==> src/rtl/target_scheduler.sv <==
// Target scheduler: snapshots 16 region detections per frame, scans them for the
// detection nearest the screen centre (with a sticky lock), and issues a deadzoned
// pointing error to the motor controller over a valid/ready handshake.
// Region i of aim_x_all / aim_y_all occupies bits [i*10 +: 10].
module target_scheduler #(
   parameter int unsigned CX          = 320,
   parameter int unsigned CY          = 240,
   parameter int unsigned DEADZONE    = 8,
   parameter int unsigned LOST_FRAMES = 4
) (
   input  logic               clk,
   input  logic               reset,
   input  logic               frame_update,
   input  logic [15:0]        aim_detected_all,
   input  logic [159:0]       aim_x_all,
   input  logic [159:0]       aim_y_all,
   output logic               cmd_valid,
   input  logic               cmd_ready,
   output logic signed [10:0] cmd_dx,
   output logic signed [10:0] cmd_dy,
   output logic [3:0]         lock_idx,
   output logic               lock_valid,
   output logic               target_lost,
   output logic               busy
);

   localparam int unsigned      LostW   = (LOST_FRAMES < 1) ? 1 : $clog2(LOST_FRAMES + 1);
   localparam logic [10:0]      CxW     = 11'(CX);
   localparam logic [10:0]      CyW     = 11'(CY);
   localparam logic [10:0]      DzW     = 11'(DEADZONE);
   localparam logic [LostW-1:0] LostMax = LostW'(LOST_FRAMES);

   typedef enum logic [1:0] {StIdle, StScan, StDecide, StIssue} state_e;

   // |v - c| as an 11-bit unsigned magnitude
   function automatic logic [10:0] abs_dist(input logic [9:0] v, input logic [10:0] c);
      logic signed [11:0] d;
      d = $signed({2'b00, v}) - $signed({1'b0, c});
      return d[11] ? 11'(-d) : d[10:0];
   endfunction

   // Signed v - c, forced to zero inside the deadzone
   function automatic logic signed [10:0] axis_err(input logic [9:0] v, input logic [10:0] c);
      logic signed [10:0] d;
      logic [10:0]        mag;
      d   = $signed({1'b0, v}) - $signed(c);
      mag = d[10] ? 11'(-d) : 11'(d);
      return (mag <= DzW) ? 11'sd0 : d;
   endfunction

   state_e             state_q, state_d;
   logic               pending_q, pending_d;
   logic [3:0]         scan_idx_q, scan_idx_d;
   logic [3:0]         best_idx_q, best_idx_d;
   logic [10:0]        best_dist_q, best_dist_d;
   logic               found_q, found_d;
   logic [LostW-1:0]   lost_q, lost_d;
   logic               target_lost_q, target_lost_d;
   logic [3:0]         lock_idx_q, lock_idx_d;
   logic               lock_valid_q, lock_valid_d;
   logic               cmd_valid_q, cmd_valid_d;
   logic signed [10:0] cmd_dx_q, cmd_dx_d;
   logic signed [10:0] cmd_dy_q, cmd_dy_d;
   logic               snap_en;

   logic [15:0]        det_q;
   logic [9:0]         xs_q [16];
   logic [9:0]         ys_q [16];

   logic [10:0]        scan_dist;
   logic               sticky, have_sel;
   logic [3:0]         sel_idx;
   logic signed [10:0] sel_dx, sel_dy;

   // Per-region distance for the region under scan, and the DECIDE selection
   always_comb begin
      scan_dist = abs_dist(xs_q[scan_idx_q], CxW) + abs_dist(ys_q[scan_idx_q], CyW);
      sticky    = lock_valid_q && det_q[lock_idx_q];
      sel_idx   = sticky ? lock_idx_q : best_idx_q;
      have_sel  = sticky || found_q;
      sel_dx    = axis_err(xs_q[sel_idx], CxW);
      sel_dy    = axis_err(ys_q[sel_idx], CyW);
   end

   // Next-state logic for the scheduler FSM and its result registers
   always_comb begin
      state_d       = state_q;
      pending_d     = pending_q;
      scan_idx_d    = scan_idx_q;
      best_idx_d    = best_idx_q;
      best_dist_d   = best_dist_q;
      found_d       = found_q;
      lost_d        = lost_q;
      target_lost_d = target_lost_q;
      lock_idx_d    = lock_idx_q;
      lock_valid_d  = lock_valid_q;
      cmd_valid_d   = cmd_valid_q;
      cmd_dx_d      = cmd_dx_q;
      cmd_dy_d      = cmd_dy_q;
      snap_en       = 1'b0;
      unique case (state_q)
         StIdle: begin
            if (frame_update || pending_q) begin
               state_d     = StScan;
               pending_d   = 1'b0;
               snap_en     = 1'b1;
               scan_idx_d  = 4'd0;
               found_d     = 1'b0;
               best_idx_d  = 4'd0;
               best_dist_d = '1;
            end
         end
         StScan: begin
            // Strictly smaller wins, so ties keep the lower index
            if (det_q[scan_idx_q] && (!found_q || scan_dist < best_dist_q)) begin
               found_d     = 1'b1;
               best_idx_d  = scan_idx_q;
               best_dist_d = scan_dist;
            end
            scan_idx_d = scan_idx_q + 4'd1;
            if (scan_idx_q == 4'd15) state_d = StDecide;
         end
         StDecide: begin
            state_d = StIdle;
            if (have_sel) begin
               lost_d        = '0;
               target_lost_d = 1'b0;
               lock_idx_d    = sel_idx;
               lock_valid_d  = 1'b1;
               if (sel_dx != 11'sd0 || sel_dy != 11'sd0) begin
                  state_d     = StIssue;
                  cmd_valid_d = 1'b1;
                  cmd_dx_d    = sel_dx;
                  cmd_dy_d    = sel_dy;
               end
            end else begin
               if (lost_q != LostMax) lost_d = lost_q + LostW'(1);
               if (lost_d == LostMax) begin
                  target_lost_d = 1'b1;
                  lock_valid_d  = 1'b0;
               end
            end
         end
         StIssue: begin
            if (cmd_ready) begin
               state_d     = StIdle;
               cmd_valid_d = 1'b0;
               cmd_dx_d    = '0;
               cmd_dy_d    = '0;
            end
         end
         default: state_d = StIdle;
      endcase
      // A frame arriving while busy is remembered once; extra pulses merge
      if (state_q != StIdle && frame_update) pending_d = 1'b1;
   end

   // State and result registers
   always_ff @(posedge clk or posedge reset) begin
      if (reset) begin
         state_q       <= StIdle;
         pending_q     <= 1'b0;
         scan_idx_q    <= '0;
         best_idx_q    <= '0;
         best_dist_q   <= '0;
         found_q       <= 1'b0;
         lost_q        <= '0;
         target_lost_q <= 1'b0;
         lock_idx_q    <= '0;
         lock_valid_q  <= 1'b0;
         cmd_valid_q   <= 1'b0;
         cmd_dx_q      <= '0;
         cmd_dy_q      <= '0;
      end else begin
         state_q       <= state_d;
         pending_q     <= pending_d;
         scan_idx_q    <= scan_idx_d;
         best_idx_q    <= best_idx_d;
         best_dist_q   <= best_dist_d;
         found_q       <= found_d;
         lost_q        <= lost_d;
         target_lost_q <= target_lost_d;
         lock_idx_q    <= lock_idx_d;
         lock_valid_q  <= lock_valid_d;
         cmd_valid_q   <= cmd_valid_d;
         cmd_dx_q      <= cmd_dx_d;
         cmd_dy_q      <= cmd_dy_d;
      end
   end

   // Frame snapshot, captured on the IDLE to SCAN edge
   always_ff @(posedge clk or posedge reset) begin
      if (reset) begin
         det_q <= '0;
         for (int i = 0; i < 16; i++) begin
            xs_q[i] <= '0;
            ys_q[i] <= '0;
         end
      end else if (snap_en) begin
         det_q <= aim_detected_all;
         for (int i = 0; i < 16; i++) begin
            xs_q[i] <= aim_x_all[i*10 +: 10];
            ys_q[i] <= aim_y_all[i*10 +: 10];
         end
      end
   end

   assign cmd_valid   = cmd_valid_q;
   assign cmd_dx      = cmd_dx_q;
   assign cmd_dy      = cmd_dy_q;
   assign lock_idx    = lock_idx_q;
   assign lock_valid  = lock_valid_q;
   assign target_lost = target_lost_q;
   assign busy        = (state_q != StIdle);

endmodule
==> config.mk <==
export PLATFORM = sky130hd
export DESIGN_NAME = target_scheduler
export DESIGN_NICKNAME = d
export VERILOG_FILES = /design/src/rtl/target_scheduler.sv
export SDC_FILE = /design/constraint.sdc
export NUM_CORES = 1
export LEC_CHECK = 0
export BUFFER_PORTS_ARGS = -buffer_cell sky130_fd_sc_hd__buf_4
export CAP_MARGIN = 10
export CORE_MARGIN = 10
export CORE_UTILIZATION = 58
export CTS_CLUSTER_SIZE = 12
export DETAILED_ROUTE_END_ITERATION = 10
export PLACE_DENSITY = 0.85
export SYNTH_ARGS = -nofsm -noshare
export SYNTH_HDL_FRONTEND = slang
export SYNTH_SLANG_ARGS = --single-unit
==> constraint.sdc <==
create_clock -name clk -period 13.7 [get_ports clk]
set_clock_uncertainty 0.2 [all_clocks]
set_input_delay 1.37 -clock clk [delete_from_list [all_inputs] [get_ports clk]]
set_output_delay 1.37 -clock clk [all_outputs]
set_load 0.03 [all_outputs]
==> results of run 1 <==
[cells in the final DEF (no fill, tap or decap), drive strengths merged, types with 21 or more instances in the layout]
master,instances
clkbuf,57
a22o,25
mux2i,71
a21oi,52
dfrtp,391
mux2,22
a211oi,42
nor3,21
o21ai,57
nand2,1112
inv,52
and3,38
buf,411
nand3,41
ha,31
nor2,60
mux4,118
[cells in the mapped netlist (7+ instances only)]
| cell | count | area share [%] |
|---|---|---|
| ha_1 | 31 | 1.7 |
| a211oi_1 | 40 | 1.3 |
| mux2i_1 | 71 | 3.1 |
| a22oi_1 | 9 | 0.30 |
| and2_1 | 10 | 0.27 |
| clkbuf_1 | 124 | 2.0 |
| or3_1 | 7 | 0.19 |
| o21bai_1 | 7 | 0.23 |
| nor3_1 | 17 | 0.37 |
| nor2_1 | 59 | 0.97 |
| and3_1 | 38 | 1.0 |
| a22o_1 | 25 | 0.96 |
| buf_6 | 9 | 0.44 |
| mux2_2 | 19 | 0.94 |
| o21ai_0 | 51 | 1.1 |
| inv_1 | 51 | 0.84 |
| xor2_1 | 9 | 0.35 |
| mux4_2 | 118 | 12 |
| buf_2 | 16 | 0.35 |
| o211ai_1 | 7 | 0.23 |
| nand3_1 | 38 | 0.83 |
| nand4_1 | 8 | 0.22 |
| a21oi_1 | 47 | 1.0 |
| nand2_1 | 1111 | 18 |
| buf_1 | 14 | 0.23 |
| o31ai_1 | 10 | 0.33 |
| a21o_1 | 20 | 0.66 |
| a2111oi_0 | 7 | 0.27 |
| dfrtp_1 | 391 | 43 |
| xnor2_1 | 20 | 0.77 |
| a31oi_1 | 16 | 0.44 |
[logic make-up (layout without fill, tap and decap cells)]
group                    after synthesis  count (layout)  synth area share [%]
AO/OA/AOI/OAI                        327             327                  10.6
XOR/XNOR                              29              29                  1.11
adder cells (fa/ha/maj)               32              32                  1.79
buffers and inverters                222             531                  4.13
flip-flops                           391             391                  42.8
multiplexers                         211             211                  15.9
other                                  0               1                     0
AND/OR/NAND/NOR                     1329            1329                  23.6
[how the worst max path moves through the flow]
stage / from / to / slack (ns) / cells past startpoint
5_1_grt: scan_idx_q[0] / best_dist_q[10] / 4.87 / 25
3_5_place_dp: scan_idx_q[0] / best_dist_q[10] / 5.27 / 25
4_1_cts: scan_idx_q[0] / best_dist_q[10] / 5.26 / 25
6_report: scan_idx_q[1] / best_dist_q[10] / 5.18 / 24
3_3_place_gp: scan_idx_q[0] / best_dist_q[10] / 5.45 / 25
2_1_floorplan: reset / best_dist_q[0] / 1.26 / 1
[sequential cells by signal, summed over array words and instances, names as in the netlist, 3 cells and up]
signal       count
cmd_dy          11
ys_q           160
cmd_dx          11
scan_idx_q       4
xs_q           160
best_idx_q       4
det_q           16
lock_idx         4
lost_q           3
best_dist_q     11
[routing by layer]
layer | track usage (%) | wire length (µm) | up-vias
li1 | - | - | 9274
met1 | 45.8 | 32100 | 10400
met2 | 52.8 | 38600 | 1482
met3 | 12.1 | 11300 | 238
met4 | 13.9 | 3280 | 2
met5 | 0 | 13 | -
[area by class of cell]
cell class                      instances  area, µm²  area share, %
Tap cell                              518        648           2.39
Multi-Input combinational cell       1928      12100           44.7
Clock inverter                         11        114          0.419
Antenna cell                            1       2.50        0.00921
Inverter                               52        203          0.746
Timing Repair Buffer                  411       3100           11.4
Sequential cell                       391       9790           36.0
Clock buffer                           57       1170           4.30
[per-stage QoR]
| step | hold WS, ns | area, µm² | util, % | setup WS, ns | instances |
|---|---|---|---|---|---|
| after floorplan | 0.254 | 22800 | - | 1.26 | 2541 |
| after global placement | 0.278 | 25900 | 66.7 | 5.45 | 3300 |
| after detailed placement | 0.278 | 25900 | 66.7 | 5.27 | 3300 |
| after CTS | 0.294 | 27200 | 70.0 | 5.26 | 3368 |
| after global routing | 0.331 | 27200 | 70.0 | 4.87 | 3368 |
| final | 0.288 | 27200 | 70.0 | 5.18 | 3369 |
[worst reg2reg max path: cells and delay by family, from the launching register on]
kind | cells | cell delay, ns
buf+inv | 3 | 0.94
mux | 4 | 1.79
fa+ha+maj | 3 | 1.07
compound gates | 11 | 2.51
simple gates | 3 | 1.18
flops | 1 | 0.74
==> flow_metrics.env, run 1 <==
export IMPL_drt_wirelength_per_cell_um=25.3
export IMPL_antenna_found_initial=2
export IMPL_initial_core_util_pct=58.8
export IMPL_drive_above_1_share_pct=22.8
export IMPL_cts_buffers=42
export IMPL_post_cts_resized=0
export IMPL_coreArea_um2=38800
export IMPL_grt_pass1_wl_um=128000
export IMPL_synth_async_reset_ratio_pct=100
export IMPL_htree_levels=2
export IMPL_crit_path_start_kind="flip-flop"
export IMPL_grtUsageTotal_pct=35.1
export IMPL_synth_area_per_cell_um2=8.99
export IMPL_critPathMaxFanout=61
export IMPL_fmax_mhz=117
export IMPL_post_cts_buffers=0
export IMPL_hpwl_um=63100
export IMPL_antenna_left=0
export IMPL_rsz0062_at_grt="no"
export IMPL_timing_rr_start="scan_idx_q[1]"
export IMPL_hold_end="cmd_dx[2]"
export IMPL_clk_pin_slew_ns=0.06
export IMPL_cts_tree="built"
export IMPL_die_h_um=218
export IMPL_crit_arrival_ns=8.79
export IMPL_drt_total_wl_um=85300
export IMPL_finalCritPeriodShare_pct=62.2
export IMPL_relSlewSlack_pct=20.4
export IMPL_overflow=0
export IMPL_finalSetupViolCount=0
export IMPL_first_pass_iters=7
export IMPL_status="finished clean"
export IMPL_tns_ns=0
export IMPL_dieArea_um2=47700
export IMPL_ys_warn_count=0
export IMPL_cap_violations=0
export IMPL_reg2reg_to="best_dist_q[10]"
export IMPL_cpMaxStageDelayCell="buf_4"
export IMPL_fin_crit_ns=8.52
export IMPL_portBuffers=369
export IMPL_n_fill_cell=2856
export IMPL_grt_start_max_net_pins=241
export IMPL_seq_area_frac_synth_pct=42.8
export IMPL_synth_ff_type="dfrtp_1"
export IMPL_crit_path_max_incr_delay_ns=0.81
export IMPL_cts_sinks=391
export IMPL_path_delay_family="compound AO/OA/AOI/OAI gates"
export IMPL_rr_worst_depth=24
export IMPL_floorplan_rows=72
export IMPL_hold_path_class="flip-flop to flip-flop"
export IMPL_final_nets=3198
export IMPL_ctsLongestPathBuffers=3
export IMPL_cts_hold_buf=0
export IMPL_ioPinCount=370
export IMPL_cp_cell_sequence="buf_4 > mux4_2 > mux4_2 > ha_1 > and3_1 > or3_1 > mux2_2 > inv_1 > fa_1 > inv_1 > ha_1 > a21o_1 > a21o_1 > a21o_1 > a21o_1 > a21o_1 > a21o_1 > a21o_1 > a21o_1 > a21o_1 > a21o_1 > a21oi_1 > nor2_1 > mux2_2"
export IMPL_area_growth_pct=18.9
export IMPL_hold_violations=0
export IMPL_grt_pass1_vias=21200
export IMPL_drtIter0Drc=2965
export IMPL_hold_depth=1
export IMPL_cp_data_required_time_ns=13.97
export IMPL_worst_pin_slew_ns=1.19
export IMPL_gp_congestion=0.977
export IMPL_min_from="cmd_dx[2]"
export IMPL_vias=21400
export IMPL_synth_cells=2541
export IMPL_route_detailed_drc=0
export IMPL_insertion_delay_ns=0.58
export IMPL_die_w_um=218
export IMPL_cp_num_buf_inv=3
export IMPL_synth_nets=2913
export IMPL_ff2ff_setup_slack_ns=5.18
export IMPL_criticalPathCategory="flip-flop to flip-flop"
export IMPL_synth_edf_count=0
export IMPL_slew_viol_final=0
export IMPL_vias_per_cell=6.36
export IMPL_syn_area_um2=22800
export IMPL_ys_seq_elements=391
export IMPL_post_synth_num_cell_types=86
export IMPL_path_common_cell="a21o_1"
export IMPL_critPathCaptureType="flip-flop"
export IMPL_cts_root_buf="clkbuf_16"
Power of run 1 is left out: the tool's default activity adds up to more than one toggle a clock period on the data nets, which glitch-free logic cannot reach.
==> run 2, diff against run 1 <==
--- a/config.mk
+++ b/config.mk
@@ -8,10 +8,10 @@
 export BUFFER_PORTS_ARGS = -buffer_cell sky130_fd_sc_hd__buf_4
 export CAP_MARGIN = 10
 export CORE_MARGIN = 10
-export CORE_UTILIZATION = 58
+export CORE_UTILIZATION = 52
 export CTS_CLUSTER_SIZE = 12
 export DETAILED_ROUTE_END_ITERATION = 10
-export PLACE_DENSITY = 0.85
+export PLACE_DENSITY = 0.8
 export SYNTH_ARGS = -nofsm -noshare
 export SYNTH_HDL_FRONTEND = slang
 export SYNTH_SLANG_ARGS = --single-unit
==> constraint.sdc (replaced) <==
create_clock -name clk -period 7.3 [get_ports clk]
set_clock_uncertainty 0.2 [all_clocks]
set_input_delay 0.73 -clock clk [delete_from_list [all_inputs] [get_ports clk]]
set_output_delay 0.73 -clock clk [all_outputs]
set_load 0.03 [all_outputs]
==> run 2 against run 1 <==
Fmax is 24% higher. Register-to-register slack lost 4.8 ns. Design area up 1.3%. Hold slack got worse by 0.15 ns. Sequential share of layout area is 0.46 points lower. Global-route usage fell by 2.4 points. Utilization fell by 6.4 points. Via count fell by 0.61%. Count of clock-buffer cells in the layout increased by 4.
==> flow_metrics.env, run 2 (synthesized netlist as in run 1, its figures left out) <==
export IMPL_status="finished clean"
export IMPL_coreArea_um2=43300
export IMPL_rsz0062_at_grt="no"
export IMPL_critPathMaxFanout=38
export IMPL_hold_violations=0
export IMPL_criticalPathCategory="flip-flop to flip-flop"
export IMPL_hpwl_um=65800
export IMPL_insertion_delay_ns=0.58
export IMPL_clk_pin_slew_ns=0.06
export IMPL_cts_tree="built"
export IMPL_ioPinCount=370
export IMPL_ctsLongestPathBuffers=3
export IMPL_ff2ff_setup_slack_ns=0.41
export IMPL_gp_congestion=0.967
export IMPL_die_w_um=230
export IMPL_area_growth_pct=20.5
export IMPL_min_from="aim_y_all[36]"
export IMPL_finalSetupViolCount=0
export IMPL_layout_commonest_cell="nand2_1"
export IMPL_cts_root_buf="clkbuf_16"
export IMPL_crit_arrival_ns=7.14
export IMPL_grt_pass1_wl_um=132000
export IMPL_hold_end="ys_q[126]"
export IMPL_cts_sinks=391
export IMPL_vias_per_cell=6.15
export IMPL_final_cell_mix="nand2_1 (1110), buf_4 (430), dfrtp_1 (388)"
export IMPL_relSlewSlack_pct=13.6
export IMPL_finalCritPeriodShare_pct=94.4
export IMPL_route_detailed_drc=0
export IMPL_grt_pass1_vias=21300
export IMPL_n_fill_cell=3603
export IMPL_cp_data_required_time_ns=7.55
export IMPL_slew_viol_final=0
export IMPL_cap_violations=0
export IMPL_reg2reg_to="best_dist_q[10]"
export IMPL_hold_path_class="input pin to flip-flop"
export IMPL_fmax_mhz=145
export IMPL_portBuffers=369
export IMPL_drt_wirelength_per_cell_um=25.4
export IMPL_critPathCaptureType="flip-flop"
export IMPL_top_regs="xs_q: 160 flops, ys_q: 160 flops, det_q: 16 flops"
export IMPL_antenna_left=0
export IMPL_first_pass_iters=8
export IMPL_floorplan_rows=76
export IMPL_overflow=0
export IMPL_tns_ns=0
export IMPL_cts_hold_buf=0
export IMPL_grt_start_max_net_pins=219
export IMPL_hold_depth=3
export IMPL_drive_above_1_share_pct=23.6
export IMPL_worst_pin_slew_ns=1.30
export IMPL_cts_buffers=42
export IMPL_drtIter0Drc=2788
export IMPL_grtUsageTotal_pct=32.6
export IMPL_drt_total_wl_um=87900
export IMPL_fin_crit_ns=6.89
export IMPL_antenna_found_initial=2
export IMPL_post_cts_buffers=0
export IMPL_final_nets=3223
export IMPL_htree_levels=2
export IMPL_rr_worst_depth=25
export IMPL_timing_rr_start="scan_idx_q[0]"
export IMPL_dieArea_um2=52700
export IMPL_vias=21300
export IMPL_initial_core_util_pct=52.8
export IMPL_die_h_um=230
export IMPL_crit_path_start_kind="flip-flop"
## run 2: changes by cell type in the layout (fill, tap and decap cells not counted), moves of 2 or more
cell      previous run  this run
diode_2              1         3
buf_4              410       430
buf_12               1         6
clkbuf_8             4         8
clkinv_2             6         3
## run 2: cell type report
class,count,area (µm²),share of cell area [%]
Multi-Input combinational cell,1928,12100,44.1
Sequential cell,391,9790,35.6
Timing Repair Buffer,436,3350,12.2
Clock buffer,61,1220,4.45
Tap cell,585,732,2.66
Inverter,52,199,0.723
Clock inverter,7,71.3,0.259
Antenna cell,3,7.51,0.0273
## run 2: what timing repair did
action	in CTS	in global routing
endpoints found under the hold margin	0	0
endpoints found under the setup margin	0	1
gates resized for setup	0	1
## run 2: worst max path at each step
stage / to / start / cells after the start
finish: best_dist_q[10] / scan_idx_q[0] / 25
global route: best_dist_q[10] / scan_idx_q[0] / 25
CTS: best_dist_q[10] / scan_idx_q[0] / 25
detailed placement: best_dist_q[10] / scan_idx_q[0] / 25
global placement: best_dist_q[10] / scan_idx_q[0] / 25
floorplan: best_dist_q[10] / scan_idx_q[0] / 28
## run 2: metrics by stage
stage	worst slack, ns	instances	area (µm²)	utilization [%]	hold WS [ns]
6_report	0.412	3463	27500	63.6	0.139
5_1_grt	0.0776	3460	27500	63.6	0.138
4_1_cts	0.342	3460	27500	63.6	0.118
3_5_place_dp	0.368	3392	26200	60.6	0.285
3_3_place_gp	0.368	3392	26200	60.6	0.274
2_1_floorplan	0.0479	2541	22900	-	0.254
## run 2: worst max-delay path, cell delays in order (launching register included)
cell	delay [ns]
dfrtp_4	0.68
buf_12	0.30
mux4_2	0.55
mux4_2	0.60
inv_1	0.10
ha_1	0.20
inv_1	0.07
a21o_1	0.23
mux2i_1	0.36
inv_1	0.08
ha_1	0.30
a21o_1	0.18
a21oi_1	0.22
xnor2_1	0.21
ha_1	0.29
a21o_1	0.16
a21o_1	0.17
a21o_1	0.17
a21o_1	0.18
a21o_1	0.18
a21o_1	0.17
a21o_1	0.17
a21o_1	0.18
a21oi_1	0.22
nor2_2	0.16
mux2_2	0.34
## run 2: layer usage
metal	global-route usage (%)	part of all wire, %	vias up
met1	43.9	40	10500
met2	50.0	45	1286
met5	0	0.019	-
met4	11.5	3.6	2
li1	-	-	9311
met3	8.89	11	210
Power of run 2 is left out for the same reason.
